[src/rtl/apb_req_arbiter.sv]
// Two-client arbiter/sequencer driving the APB master command inputs.
// Define APB_ARB_FIXED_PRIO_EN for fixed priority (client 0 wins); default is round-robin.
module apb_req_arbiter #(
   parameter int AW = 8,
   parameter int DW = 8
) (
   input  logic          pclk,
   input  logic          preset,
   input  logic [1:0]    req,
   input  logic [1:0]    req_wr,
   input  logic [AW-1:0] req_addr0,
   input  logic [AW-1:0] req_addr1,
   input  logic [DW-1:0] req_wdata0,
   input  logic [DW-1:0] req_wdata1,
   output logic [1:0]    gnt,
   output logic [1:0]    done,
   output logic [DW-1:0] rdata,
   output logic [7:0]    wait_cnt,
   output logic          trans,
   output logic          re_wr,
   output logic [AW-1:0] wr_paddr,
   output logic [AW-1:0] re_paddr,
   output logic [DW-1:0] wr_data,
   input  logic          psel,
   input  logic          pena,
   input  logic          pready,
   input  logic [DW-1:0] pdata
);

   typedef enum logic {S_IDLE, S_XFER} state_t;

   state_t        r_state;
   state_t        w_next;
   logic          w_cmpl;
   logic          w_grant;
   logic          w_win;
   logic          w_xfer;
   logic [1:0]    r_gnt;
   logic [1:0]    r_done;
   logic [DW-1:0] r_rdata;
   logic [7:0]    r_wait_cnt;
   logic [7:0]    r_wcnt;
   logic          r_wr;
   logic [AW-1:0] r_addr;
   logic [DW-1:0] r_wdata;

   assign w_cmpl  = psel & pena & pready;
   assign w_xfer  = (r_state == S_XFER);
   assign w_grant = (r_state == S_IDLE) & (|req);

`ifdef APB_ARB_FIXED_PRIO_EN
   assign w_win = ~req[0];
`else
   logic r_last;

   // Contest goes to whoever did not win last; a lone requester always wins.
   assign w_win = (&req) ? ~r_last : req[1];

   always_ff @(posedge pclk) begin
      if (!preset)      r_last <= 1'b1;
      else if (w_grant) r_last <= w_win;
   end
`endif

   always_ff @(posedge pclk) begin
      if (!preset) r_state <= S_IDLE;
      else         r_state <= w_next;
   end

   always_comb begin
      w_next = r_state;
      case (r_state)
         S_IDLE: if (|req)  w_next = S_XFER;
         S_XFER: if (w_cmpl) w_next = S_IDLE;
         default:           w_next = S_IDLE;
      endcase
   end

   always_ff @(posedge pclk) begin
      if (!preset) begin
         r_gnt      <= '0;
         r_done     <= '0;
         r_rdata    <= '0;
         r_wait_cnt <= '0;
         r_wcnt     <= '0;
         r_wr       <= 1'b0;
         r_addr     <= '0;
         r_wdata    <= '0;
      end else begin
         r_done <= '0;
         if (w_grant) begin
            r_gnt   <= w_win ? 2'b10 : 2'b01;
            r_wr    <= req_wr[w_win];
            r_addr  <= w_win ? req_addr1 : req_addr0;
            r_wdata <= req_wr[w_win] ? (w_win ? req_wdata1 : req_wdata0) : '0;
            r_wcnt  <= '0;
         end else if (w_xfer) begin
            if (psel & pena & ~pready & (r_wcnt != 8'hFF))
               r_wcnt <= r_wcnt + 8'd1;
            // C has pready high, so r_wcnt is already final here.
            if (w_cmpl) begin
               if (!r_wr) r_rdata <= pdata;
               r_done     <= r_gnt;
               r_gnt      <= '0;
               r_wait_cnt <= r_wcnt;
            end
         end
      end
   end

   assign gnt      = r_gnt;
   assign done     = r_done;
   assign rdata    = r_rdata;
   assign wait_cnt = r_wait_cnt;
   assign trans    = w_xfer & ~w_cmpl;
   assign re_wr    = w_xfer & r_wr;
   assign wr_paddr = w_xfer ? r_addr  : '0;
   assign re_paddr = w_xfer ? r_addr  : '0;
   assign wr_data  = w_xfer ? r_wdata : '0;

endmodule

[config.mk]
export PLATFORM = sky130hd
export DESIGN_NAME = apb_req_arbiter
export DESIGN_NICKNAME = d
export VERILOG_FILES = /design/src/rtl/apb_req_arbiter.sv
export SDC_FILE = /design/constraint.sdc
export NUM_CORES = 1
export LEC_CHECK = 0
export CORE_MARGIN = 1
export CORE_UTILIZATION = 37
export CTS_CLUSTER_SIZE = 40
export DETAILED_ROUTE_END_ITERATION = 8
export HOLD_SLACK_MARGIN = 0.03
export PLACE_DENSITY = 0.87
export SYNTH_ARGS = -nofsm -noshare
export SYNTH_HDL_FRONTEND = slang
export SYNTH_SLANG_ARGS = --single-unit
[constraint.sdc]
create_clock -name pclk -period 1.4 [get_ports pclk]
set_input_delay 0.28 -clock pclk [delete_from_list [all_inputs] [get_ports pclk]]
set_output_delay 0.28 -clock pclk [all_outputs]
set_load 0.05 [all_outputs]
==> results_dict.tcl, run 1 <==
set metrics [dict create \
    cts.sinks 47 \
    cts_tree "yes" \
    final_cells 426 \
    r2r_start "r_state" \
    syn_nets 281 \
    whs_ns 0.459 \
    report.final.slew_viol_count 0 \
    dpl_cell_area_mm2 0.00376 \
    synth.distinct_cells 35 \
    ir_drop_mv 0.420 \
    crit_family "flip-flops" \
    fin_crit_sh_pct 103 \
    worst_r2r_path_depth 4 \
    final_area_mm2 0.00407 \
    fin_ws_ns -0.0460 \
    ys.warnings.count 0 \
    routed_wl_mm 7.61 \
    path_buf_inv 2 \
    via_count 2242 \
    status "complete, but fails checks" \
    syn_area_mm2 0.00211 \
    setup_violations 27 \
    timing_hold_violations_final 0 \
    wire_per_inst_um 17.9 \
    synthArstFlopShare_pct 0 \
    start_util_pct 38.3 \
    grt_max_degree 17 \
    powerDensity_mw_per_mm2 832 \
    clock_latency_ns 0.30 \
    portBuffers 94 \
    synth_ff_type "dfxtp_1" \
    rows 27 \
    maxCapViolations 0 \
    worstPathArrival_ns 1.17 \
    path_clk_slew_ns 0.10 \
    skew_ns 0.0117 \
    dp_hpwl_mm 4.73 \
    worstPathRequired_ns 1.12 \
    hp-class "reg -> reg" \
    antenna_found_initial 0 \
    antenna_cells 0 \
    drc 0 \
    grt_overflow 0 \
    violations "setup timing" \
    syn_avg_cell_area_um2 9.13 \
    root_buffer "clkbuf_8" \
    synth_edf_count 0 \
    cts_buffer_depth 2 \
    crit_cells 3 \
    rsz0062_at_grt "yes" \
    grt_pass1_vias 2271 \
    finalSetupTns_ns -0.745 \
    final_common_cell "buf_12" \
    startpoint_type "register" \
    cpMaxStageDelayCell "dfxtp_4" \
    core_area_mm2 0.00551 \
    syn_to_final_growth_pct 92.9 \
    io_pins 95 \
    placedCellCount 411 \
    worst_r2r_endpoint "r_addr[4]" \
    crit_chain "buf_8, and2_4, buf_12" \
    synthCells 231 \
    power_leakage_uw 0.00162 \
    die-area_mm2 0.00601 \
    htree_num_levels 2 \
    worstSetupEndpoint "re_paddr[5]" \
    drive_gt1_share_pct 40.4 \
    min_from "r_wdata[0]" \
    max_stage_delay_ns 0.40 \
    worstMarginPinSlew_ns 0.397 \
    fp.dieH_um 77.5 \
    drt_first_pass_iters 5 \
    ant_nets 0 \
    crit_fanout 9 \
    fin_crit_ns 1.45 \
    cts_made_buffers 5 \
    synth_seq_cells 47 \
    die_x_um 77.5 \
    seq_area_frac_synth_pct 44.6 \
    slew_headroom_pct 73.5 \
    drt_iter0_drc 184 \
    grt_pass1_wl_mm 11.3 \
    viasPerCell 5.26 \
    fmax_mhz 692 \
    r2r_slack_ns -0.01 \
    most-common-layout-cells "46 x buf_12, 43 x clkdlybuf4s50_1, 42 x dfxtp_1" \
    nNetsFinal 403 \
    end_kind "output pin" \
    cp-startpoint "r_state" \
    gp_congestion 0.859 \
    crit_type "reg -> out" \
    grtUsageTotal_pct 24.3 \
]
## worst min-delay path by stage
| stage | end | depth (start not counted) | slack [ns] |
|---|---|---|---|
| global route | r_wdata[3] | 2 | 0.48 |
| finish | r_wdata[0] | 2 | 0.46 |
| CTS | r_wdata[3] | 2 | 0.46 |
| floorplan | rdata[1] | 2 | 0.41 |
| global placement | r_wdata[3] | 2 | 0.43 |
| detailed placement | r_wdata[0] | 2 | 0.43 |
## metrics by stage
stage / worst slack, ns / util, % / power (uW)
2_1_floorplan: -0.0866 / - / 1810
4_1_cts: -0.0365 / 72.4 / 3310
5_1_grt: -0.0958 / 73.9 / 3480
3_3_place_gp: -0.470 / 68.3 / 2200
3_5_place_dp: -0.629 / 68.3 / 2220
6_report: -0.0460 / 73.9 / 3380
## registers in the layout, summed over array words and instances, names as in the netlist
name	flops
r_last	1
r_wdata	8
wait_cnt	8
done	2
rdata	8
r_wr	1
r_addr	8
r_state	1
r_wcnt	8
gnt	2
## worst min-delay path: stages, from the launching register on
cell     delay, ns
dfxtp_1       0.31
nand2_1       0.06
o21ai_2       0.04
## power breakdown
group	switching (uW)	internal [uW]	total [uW]
Sequential	45.0	1390	1430
Clock	483	588	1070
Combinational	413	465	878
Total	942	2440	3380
## metal layers
| layer | track usage [%] | up-vias | routed length, um |
|---|---|---|---|
| met2 | 45.8 | 116 | 4100 |
| met4 | 9.62 | 0 | 192 |
| met1 | 25.3 | 1067 | 2910 |
| met3 | 6.24 | 17 | 411 |
| li1 | - | 1042 | - |
| met5 | 0 | - | 0 |
## timing repair
| action | 4_1_cts | 5_1_grt |
|---|---|---|
| gates cloned | 2 | 0 |
| hold buffers | 0 | 0 |
| endpoints found under the setup margin | 47 | 47 |
| pin swaps | 8 | 18 |
| gates resized for setup | 36 | 23 |
| setup buffers | 4 | 2 |
## cell usage after synthesis, drive strengths merged (4+ instances only)
library cell	count	area share [%]
o21ai	19	6.1
nand2	39	6.9
buf	12	4.2
nor2	10	1.9
mux2i	10	4.7
dfxtp	47	45
xor2	5	2.1
a21boi	18	6.6
and3	4	1.2
and2	19	5.6
clkbuf	8	1.4
nor2b	10	3.0
a222oi	8	3.8
## cells by family after synthesis
logic type / synth area share, %
AOI/OAI and AO/OA: 19.3
xor gates and xnor gates: 2.08
adders and majority gates: 0.593
buffers and inverters: 5.99
DFF: 44.6
muxes: 4.75
and+or+nand+nor: 22.7
## cell type report
type                       instances  area [um^2]
timing repair buffer             135         1750
fill                             323         1440
multi-input combinational        162         1150
sequential                        47          950
tap                               72         90.1
clock buffer                       6         82.6
clock inverter                     2         38.8
inverter                           2         7.51
Power figures use the tool's default switching activity.
==> run 2, diff against run 1 <==
- CORE_UTILIZATION: 37 -> 45
- PLACE_DENSITY: 0.87 -> 0.95
- clock period: 1.4 -> 1.8 ns (I/O delays scaled with it)
==> results_dict.tcl, run 2 (synthesis results as in run 1) <==
set metrics [dict create \
    status "complete, but fails checks" \
    violations "DRC" \
    grt_max_degree 31 \
    nNetsFinal 385 \
    hp-class "reg -> reg" \
    core_area_mm2 0.00444 \
    crit_type "in -> reg" \
    fin_crit_sh_pct 98.6 \
    maxCapViolations 0 \
    path_buf_inv 2 \
    worstPathArrival_ns 1.97 \
    worstPathRequired_ns 1.99 \
    die-area_mm2 0.00497 \
    cpMaxStageDelayCell "clkdlybuf4s50_1" \
    startpoint_type "input pin" \
    crit_family "buffers and inverters" \
    fin_crit_ns 1.77 \
    p_total_uw 2480 \
    drive_gt1_share_pct 27.2 \
    dp_hpwl_mm 4.57 \
    crit_fanout 9 \
    ir_drop_mv 0.363 \
    fp.dieH_um 70.5 \
    cts.sinks 47 \
    cts_buffer_depth 2 \
    die_x_um 70.5 \
    power_leakage_uw 0.00143 \
    ant_nets 0 \
    start_util_pct 47.5 \
    antenna_found_initial 0 \
    most-common-layout-cells "48 x clkdlybuf4s50_1, 46 x dfxtp_1, 39 x nand2_1" \
    wire_per_inst_um 18.6 \
    report.final.slew_viol_count 0 \
    rows 24 \
    antenna_cells 0 \
    fmax_mhz 563 \
    routed_wl_mm 7.20 \
    path_clk_slew_ns 0.09 \
    worstMarginPinSlew_ns 0.503 \
    crit_chain "clkdlybuf4s50_1, o21bai_2, buf_4, nor2_2, a222oi_1, nor2b_1" \
    clock_latency_ns 0.31 \
    portBuffers 94 \
    timing_hold_violations_final 0 \
    root_buffer "clkbuf_8" \
    gp_congestion 0.818 \
    skew_ns 0.00753 \
    grt_overflow 0 \
    final_cells 387 \
    slew_headroom_pct 66.6 \
    end_kind "register" \
    syn_to_final_growth_pct 66.9 \
    cts_tree "yes" \
    setup_violations 0 \
    grt_pass1_vias 2196 \
    drt_iter0_drc 239 \
    ctsHoldBuffers 0 \
    htree_num_levels 2 \
    max_stage_delay_ns 0.52 \
    grtUsageTotal_pct 26.6 \
    placedCellCount 377 \
    via_count 2217 \
    powerDensity_mw_per_mm2 706 \
    cts_made_buffers 5 \
    viasPerCell 5.73 \
    drt_first_pass_iters 7 \
    grt_pass1_wl_mm 10.2 \
    final_common_cell "clkdlybuf4s50_1" \
    io_pins 95 \
    drc 19 \
]
==> run 2: cell types whose count changed in the layout (fill, tap and decap cells not counted), sizes merged <==
cell	delta
buf	-23
clkbuf	-1
clkdlybuf4s15	-1
clkdlybuf4s50	+5
clkinvlp	+1
dlygate4sd2	+1
inv	-1
==> run 2: final cells by class <==
class	count	area, um^2
Tap cell	52	65.1
Sequential cell	47	942
Fill cell	233	923
Clock buffer	5	68.8
Timing Repair Buffer	117	1340
Clock inverter	2	37.5
Multi-Input combinational cell	162	1060
Inverter	2	7.51
==> run 2: tightest hold or removal path: stages, from the launching register on <==
cell,delay (ns)
dfxtp_1,0.32
nand2_1,0.06
o21ai_2,0.04
==> run 2: worst paths after layout <==
check,start,end,slack [ns],depth (start not counted)
max,req[0],r_addr[0],0.03,6
min,r_wdata[3],r_wdata[3],0.45,2
max reg2reg,r_wcnt[0],r_wcnt[3],0.20,6
min reg2reg,r_wdata[3],r_wdata[3],0.45,2
==> run 2: metrics by stage <==
step / cell area [um^2] / hold slack [ns] / TNS, ns / utilization (%) / worst slack (ns)
global placement: 3370 / 0.427 / -2.30 / 75.9 / -0.154
detailed placement: 3370 / 0.433 / -4.37 / 75.9 / -0.326
finish: 3520 / 0.450 / 0 / 79.2 / 0.0252
CTS: 3480 / 0.452 / 0 / 78.3 / 0.0129
floorplan: 2110 / 0.421 / 0 / - / 0.160
global route: 3520 / 0.471 / -0.182 / 79.2 / -0.0372
==> run 2: routing by layer <==
| layer | global-route usage (%) | vias up | wire length (um) |
|---|---|---|---|
| met4 | 13.6 | 0 | 275 |
| met2 | 51.3 | 129 | 3840 |
| met3 | 6.20 | 27 | 511 |
| met1 | 25.9 | 1052 | 2580 |
| met5 | 0 | - | 0 |
| li1 | - | 1009 | - |
==> run 2: what timing repair did <==
item,in CTS,in global routing
buffers inserted,0,3
gates resized for setup,7,5
pin swaps,1,1
endpoints found under the hold margin,0,0
endpoints found under the setup margin,14,17
cloned,0,0
==> run 2: power breakdown <==
part / total [uW] / internal [uW] / switching (uW)
clock network: 770 / 406 / 364
logic: 598 / 300 / 299
registers: 1120 / 1080 / 35.5
total: 2480 / 1790 / 699
